## src/rtl/fetch_stage.sv

```systemverilog
// PC generation and instruction fetch front end: drives the async-read ROM and buffers
// {pc, instr} in a small queue that decode drains over a valid/ready handshake.
module fetch_stage #(
  parameter int unsigned     ALEN     = 32,
  parameter int unsigned     XLEN     = 32,
  parameter logic [ALEN-1:0] RESET_PC = '0,
  parameter int unsigned     FQ_DEPTH = 2
) (
  input  logic            clk,
  input  logic            rst,
  input  logic            fetch_en,
  input  logic            redirect_valid,
  input  logic [ALEN-1:0] redirect_pc,
  output logic [ALEN-1:0] imem_addr,
  output logic            imem_en,
  input  logic [XLEN-1:0] imem_instr,
  output logic            id_valid,
  input  logic            id_ready,
  output logic [ALEN-1:0] id_pc,
  output logic [XLEN-1:0] id_instr,
  output logic            fetch_fault
);

  localparam int unsigned PtrW = (FQ_DEPTH > 1) ? $clog2(FQ_DEPTH) : 1;
  localparam int unsigned CntW = $clog2(FQ_DEPTH + 1);

  typedef enum logic [1:0] {StBoot, StRun, StStall, StFault} state_e;

  state_e          state_q, state_d;
  logic [ALEN-1:0] pc_q, pc_d;
  logic [PtrW-1:0] rd_ptr_q, rd_ptr_d, wr_ptr_q, wr_ptr_d;
  logic [CntW-1:0] count_q, count_d;

  logic [ALEN-1:0] pc_mem_q    [FQ_DEPTH];
  logic [XLEN-1:0] instr_mem_q [FQ_DEPTH];

  logic full, deq, issue, misaligned;

  always_comb begin
    full       = (count_q == CntW'(FQ_DEPTH));
    id_valid   = (count_q != '0);
    deq        = id_valid && id_ready;
    issue      = (state_q == StRun) && !redirect_valid && (!full || deq);
    misaligned = redirect_valid && (redirect_pc[1:0] != 2'b00);

    imem_en     = issue;
    imem_addr   = pc_q;
    fetch_fault = (state_q == StFault);
    id_pc       = id_valid ? pc_mem_q[rd_ptr_q]    : '0;
    id_instr    = id_valid ? instr_mem_q[rd_ptr_q] : '0;
  end

  always_comb begin
    state_d  = state_q;
    pc_d     = pc_q;
    rd_ptr_d = rd_ptr_q;
    wr_ptr_d = wr_ptr_q;
    count_d  = count_q;

    unique case (state_q)
      StBoot:         state_d = StRun;
      StRun, StStall: state_d = fetch_en ? StRun : StStall;
      StFault:        state_d = StFault;
      default:        state_d = StBoot;
    endcase

    if (redirect_valid) begin
      // Flush wins over any same-cycle push or pop; low bits dropped for misaligned targets.
      pc_d     = {redirect_pc[ALEN-1:2], 2'b00};
      rd_ptr_d = '0;
      wr_ptr_d = '0;
      count_d  = '0;
      if (misaligned) begin
        state_d = StFault;
      end else if (state_q == StFault) begin
        state_d = fetch_en ? StRun : StStall;
      end
    end else begin
      if (issue) begin
        pc_d     = pc_q + ALEN'(4);
        wr_ptr_d = wr_ptr_q + PtrW'(1);
      end
      if (deq) begin
        rd_ptr_d = rd_ptr_q + PtrW'(1);
      end
      unique case ({issue, deq})
        2'b10:   count_d = count_q + CntW'(1);
        2'b01:   count_d = count_q - CntW'(1);
        default: count_d = count_q;
      endcase
    end
  end

  always_ff @(posedge clk or negedge rst) begin
    if (!rst) begin
      state_q  <= StBoot;
      pc_q     <= RESET_PC;
      rd_ptr_q <= '0;
      wr_ptr_q <= '0;
      count_q  <= '0;
    end else begin
      state_q  <= state_d;
      pc_q     <= pc_d;
      rd_ptr_q <= rd_ptr_d;
      wr_ptr_q <= wr_ptr_d;
      count_q  <= count_d;
    end
  end

  // Payload storage needs no reset; occupancy is tracked by count_q.
  always_ff @(posedge clk) begin
    if (issue) begin
      pc_mem_q[wr_ptr_q]    <= pc_q;
      instr_mem_q[wr_ptr_q] <= imem_instr;
    end
  end

endmodule

```

## config.mk

```make
export PLATFORM = sky130hd
export DESIGN_NAME = fetch_stage
export DESIGN_NICKNAME = d
export VERILOG_FILES = /design/src/rtl/fetch_stage.sv
export SDC_FILE = /design/constraint.sdc
export NUM_CORES = 1
export LEC_CHECK = 0
export ABC_AREA = 1
export BUFFER_PORTS_ARGS = -buffer_cell sky130_fd_sc_hd__buf_2
export CAP_MARGIN = 0
export CORE_MARGIN = 8
export CORE_UTILIZATION = 58
export CTS_BUF_LIST = sky130_fd_sc_hd__clkbuf_4 sky130_fd_sc_hd__clkbuf_8 sky130_fd_sc_hd__clkbuf_16
export DETAILED_ROUTE_END_ITERATION = 16
export PLACE_DENSITY = 0.85
export SYNTH_ARGS = -nofsm -noshare
export SYNTH_HDL_FRONTEND = slang
export SYNTH_SLANG_ARGS = --single-unit
export TNS_END_PERCENT = 20
```

## constraint.sdc

```tcl
create_clock -name clk -period 6.7 [get_ports clk]
set_input_delay 1.005 -clock clk [delete_from_list [all_inputs] [get_ports clk]]
set_output_delay 1.005 -clock clk [all_outputs]
set_load 0.05 [all_outputs]
```

# After elaboration in Yosys (flattened, before gate mapping)
# Memory sizes are Yosys's and may differ from the RTL's.
# Cells that the tools add are included.
dict set report classes {
  n_reduce_logical 14
  n_eq_ne 6
  n_addsub 5
  n_mux 17
}
# operator count
set op_table {}
lappend op_table {{two-way mux 32 bit} 4}
lappend op_table {{adder 32 x 3 -> 32 bit (second input constant)} 1}
lappend op_table {{two-way mux 2 bit} 5}
lappend op_table {{== test 2 bit (second input constant)} 4}
lappend op_table {{nonzero test 2 bit} 4}
lappend op_table {{two-way mux 1 bit} 6}
lappend op_table {{one-hot mux 2 bit (3 select lines)} 1}
lappend op_table {{== test 2 x 1 -> 1 bit (second input constant)} 2}
lappend op_table {{logical AND 1 bit} 4}
lappend op_table {{one-hot mux 2 bit (2 select lines)} 1}
lappend op_table {{nonzero test 3 bit} 1}
lappend op_table {{adder 1 bit (second input constant)} 2}
lappend op_table {{adder 2 x 1 -> 2 bit (second input constant)} 1}
lappend op_table {{zero test 1 bit} 2}
lappend op_table {{zero test 2 bit} 1}
lappend op_table {{OR reduction 2 bit} 1}
lappend op_table {{subtractor 2 x 1 -> 2 bit (second input constant)} 1}
lappend op_table {{logical OR 1 bit} 1}
dict set report word_totals {
  ram_bits 128
  word_cells 49
  out_inout_bits 99
  regBits 38
  in_bits 69
  memories 2
}
# name words width read_ports rd_ports_with_merged_regs wr line_no
set mem_list {}
lappend mem_list {instr_mem_q 2 32 1 0 1 35} ;# logic [XLEN-1:0] instr_mem_q [FQ_DEPTH];
lappend mem_list {pc_mem_q 2 32 1 0 1 34} ;# logic [ALEN-1:0] pc_mem_q [FQ_DEPTH];

# Logic depth before layout (Yosys ltp)
dict set report depth {
  depth_word 7
  mapped_depth 10
  depth_no_buf 10
}

# Worst setup path after synthesis
# Ideal clock, no wire load.
dict set report synth_timing {
  path_kind {in2reg}
  start {input redirect_valid}
  end {memory instr_mem_q[1][0], enable pin}
  setup_slack_ns 2.223
  arrival_time_ns 3.995
  setup_ns 0.482
  path_stages 4
  n_path_buf 1
  t_required_ns 6.218
  path_cell_list {buf_2 > inv_2 > nand2_2 > nor2_1}
}
dict set report synth_between {
  elab_chain_cells 5
}
# item line_no
set synth_lines {}
lappend synth_lines {{start, declared} 12} ;# input logic redirect_valid,
lappend synth_lines {{zero test 1 bit} 43} ;# issue = (state_q == StRun) && !redirect_valid && (!full || deq);
lappend synth_lines {{logical AND 1 bit (2 in a row)} 43}
lappend synth_lines {{two-way mux 1 bit} 112} ;# if (issue) begin
lappend synth_lines {{two-way mux 1 bit (not written as such)} 114} ;# instr_mem_q[wr_ptr_q] <= imem_instr;
lappend synth_lines {{end, declared} 35}
# Every way passes these cells.

# Final worst setup path
dict set report layout_timing {
  start {register rd_ptr_q}
  end {output id_pc[11]}
}
dict set report layout_between {
  elab_chain_cells 2
}
# item line_no
set layout_lines {}
lappend layout_lines {{start, declared} 31} ;# logic [PtrW-1:0] rd_ptr_q, rd_ptr_d, wr_ptr_q, wr_ptr_d;
lappend layout_lines {{start signal, assigned} 104} ;# rd_ptr_q <= rd_ptr_d;
lappend layout_lines {{memory read (2 x 32 bit)} --}
lappend layout_lines {{two-way mux 32 bit} 49} ;# id_pc = id_valid ? pc_mem_q[rd_ptr_q] : '0;
lappend layout_lines {{end, declared} 19} ;# output logic [ALEN-1:0] id_pc,
# Every way passes these cells.

==> results.toml <==
[run_status]
outcome = "complete, no violations"

[critical_path]
end_kind = "output pin"
cpPeakStageDelay_ns = 0.90
crit_fanout = 64
rrSetupSlack_ns = 4.24
startpoint_type = "register"
crit_chain = "buf_4, inv_2, nand2_1, a21oi_1, buf_2"
crit_type = "register to output pin"
worst_ep_arrival_time_ns = 2.78
crit_slowest_cell = "inv_2"
required_ns = 5.69

[timing]
worst-slew-pin-transition_ns = 1.112
drv_slew = 0
slew-limit-headroom_pct = 25.86
setup_viol = 0
rsz0062_at_grt = "false"
finalHoldViolCount = 0
period_minus_slack_ns = 3.783
clock_skew_ns = 0.005934
finalCritPeriodShare_pct = 56.47
tns_ns = 0
setup_slack_ns = 2.917
fmax_mhz = 264.3

[layout]
syn_to_final_growth_pct = 20.41
stdcell_area_um2 = 8771
seqCellArea_um2 = 4626
multi_input_area_um2 = 2308
fin_nets = 985
diodes = 0
drive_above_1_share_pct = 24.65
nFillCells = 929

[clocking]
cts_root_buf = "clkbuf_16"
clkSlewWorstSetupHoldPaths_ns = 0.06
clkSinkCount = 160
cts.path.max_buffers = 2
cts_tree = "yes"
cts.repair.resized = 0
post_cts_buffers = 0
insertion_delay_ns = 0.42
cts_buffers = 17
ctsHoldBuffers = 0
ctsHtreeMaxLevel = 4

[power_and_ir_drop]
ir_drop_v = 0.0002692
combPwrFrac_pct = 41.6
switching_share_pct = 45.87
internal_power_mw = 2.157
power_frac_clock_pct = 22.4
switchingPower_mw = 1.828
total_leakage_power_nw = 3.888
pwr-share-seq_pct = 36.0
p_per_area_nw_per_um2 = 454.3

[global_route]
use_met3_pct = 5.824
grt_pass1_vias = 5637
antenna_found_initial = 0
grt_pass1_wl_mm = 27.74
grt-busiest-layer = "met2"
use_met2_pct = 36.03
grtUsageMet1_pct = 27.45
grt_usage_pct = 21.92
overflow = 0
grt_max_degree = 65

[drt]
vias_per_cell = 5.229
drc = 0
wirelength_mm = 17.40
drt-initial-drc-count = 469
ant_nets = 0
vias = 5736
wl_per_cell_um = 15.86
dr.pass1.iters = 5

[logic_synthesis]
ys_seq_area_share_pct = 63.48
postSynthCellCount = 754
ys_types = 27
syn_avg_cell_area_um2 = 9.661
synth_area_um2 = 7284
yosys_warnings = 0
ys_seq_elements = 160

[die]
io_pins = 168
core_um2 = 12470
die_h_um = 128.1
chipWidth_um = 128.1
initial_core_util_pct = 58.44
fp.dieArea_um2 = 16400
rows = 41

[hold_path]
hold_class = "register to register"

[placement]
dp_slack_ns = 3.398
dpl.hpwl_mm = 11.69
placement.io_buffers = 163
gp_congestion = 0.8862
place_area_um2 = 8212

[run]
maxCapViolCount = 0
==> routing by layer <==
metal	vias up	routed length (um)
met2	222	8416
met3	28	1245
met1	2700	7405
met4	0	329
met5	-	0
li1	2786	-
==> registers in the layout, indices dropped and copies added (netlist names) <==
| register | cells |
|---|---|
| count_q | 2 |
| rd_ptr_q | 1 |
| wr_ptr_q | 1 |
| pc_mem_q | 60 |
| instr_mem_q | 64 |
| state_q | 2 |
| imem_addr | 30 |
==> worst paths after layout <==
check	from	endpoint	depth (start not counted)
max in group asynchronous	rst	rd_ptr_q$_DFFE_PN0P_	1
max	rd_ptr_q$_DFFE_PN0P_	id_pc[11]	5
min in group asynchronous	rst	imem_addr[29]$_DFFE_PN0P_	1
min reg2reg	imem_addr[30]$_DFFE_PN0P_	pc_mem_q[1][30]$_DFFE_PP_	0
min	imem_addr[30]$_DFFE_PN0P_	pc_mem_q[1][30]$_DFFE_PP_	0
max reg2reg	state_q[1]$_DFF_PN0_	instr_mem_q[0][12]$_DFFE_PP_	9
==> power groups by stage <==
stage	Clock [mW]	Combinational, mW	Sequential (mW)
after global routing	0.945	1.78	1.46
after CTS	0.903	1.67	1.43
after detailed placement	0	1.66	1.45
after floorplan	0	1.12	1.59
final	0.892	1.66	1.43
after global placement	0	1.64	1.44
==> cell type report <==
class | instances | share of cell area (%)
clock buffer | 27 | 5.991
clock inverter | 5 | 0.3852
multi-input combinational | 509 | 26.32
timing repair buffer | 167 | 9.643
sequential | 160 | 52.74
tap | 172 | 2.454
inverter | 57 | 2.468
==> through the flow <==
| step | hold slack (ns) | std cells | util, % | power, mW |
|---|---|---|---|---|
| 5_1_grt | 0.6142 | 1097 | 70.36 | 4.180 |
| 6_report | 0.5776 | 1097 | 70.36 | 3.985 |
| 3_3_place_gp | 0.5496 | 1065 | 65.87 | 3.088 |
| 4_1_cts | 0.5732 | 1097 | 70.36 | 4.006 |
| 2_1_floorplan | 0.5159 | 757 | - | 2.709 |
| 3_5_place_dp | 0.5594 | 1065 | 65.87 | 3.115 |
==> cells by family after synthesis <==
| logic type | share of synthesized area (%) |
|---|---|
| AO/OA/AOI/OAI | 7.077 |
| XOR/XNOR | 1.563 |
| adder cells (fa/ha/maj) | 0.6871 |
| buffers and inverters | 5.084 |
| flip-flops | 63.48 |
| other | 0.05148 |
| AND/OR/NAND/NOR | 22.05 |
==> cells in the final DEF, fill, tap and decap left out <==
cell	Yosys	routed
nand2_1	300	300
buf_2	3	163
edfxtp_1	124	124
a21oi_1	69	69
inv_1	50	49
nor2_1	38	37
dfrtp_1	36	35
nand3_1	31	31
o21ai_0	18	18
clkbuf_16	0	17
inv_2	6	7
nand2_2	7	7
xor2_1	7	7
nor2_4	5	6
xnor2_1	6	6
clkbuf_4	0	6
o211ai_1	5	5
o21bai_1	4	4
ha_1	4	4
conb_1	1	4
clkbuf_8	0	4
buf_4	5	4
nand2_4	3	3
nor2_2	3	3
nor3_1	2	2
a31oi_1	2	2
clkinv_2	0	2
clkinvlp_4	0	2
inv_4	1	1
nor2_8	1	1
clkinv_4	0	1
dfrtp_2	0	1
==> worst max-delay path: cells and delay by family, from the launching register on <==
| kind | cells | cell delay, ns |
|---|---|---|
| AND/OR/NAND/NOR | 1 | 0.16 |
| AO/OA/AOI/OAI | 1 | 0.22 |
| flip-flops | 1 | 0.38 |
| buffers and inverters | 3 | 1.49 |
==> synth_stat cells (all sizes together) <==
| master | n | share of area [%] |
|---|---|---|
| a21oi | 69 | 4.7 |
| a31oi | 2 | 0.17 |
| buf | 10 | 1.0 |
| clkbuf | 21 | 1.1 |
| conb | 1 | 0.051 |
| dfrtp | 36 | 12 |
| edfxtp | 124 | 51 |
| ha | 4 | 0.69 |
| inv | 57 | 3.0 |
| nand2 | 310 | 17 |
| nand3 | 31 | 2.1 |
| nor2 | 47 | 3.3 |
| nor3 | 2 | 0.14 |
| o211ai | 5 | 0.52 |
| o21ai | 18 | 1.2 |
| o21bai | 4 | 0.41 |
| xnor2 | 6 | 0.72 |
| xor2 | 7 | 0.84 |
(Power assumes the default switching activity.)
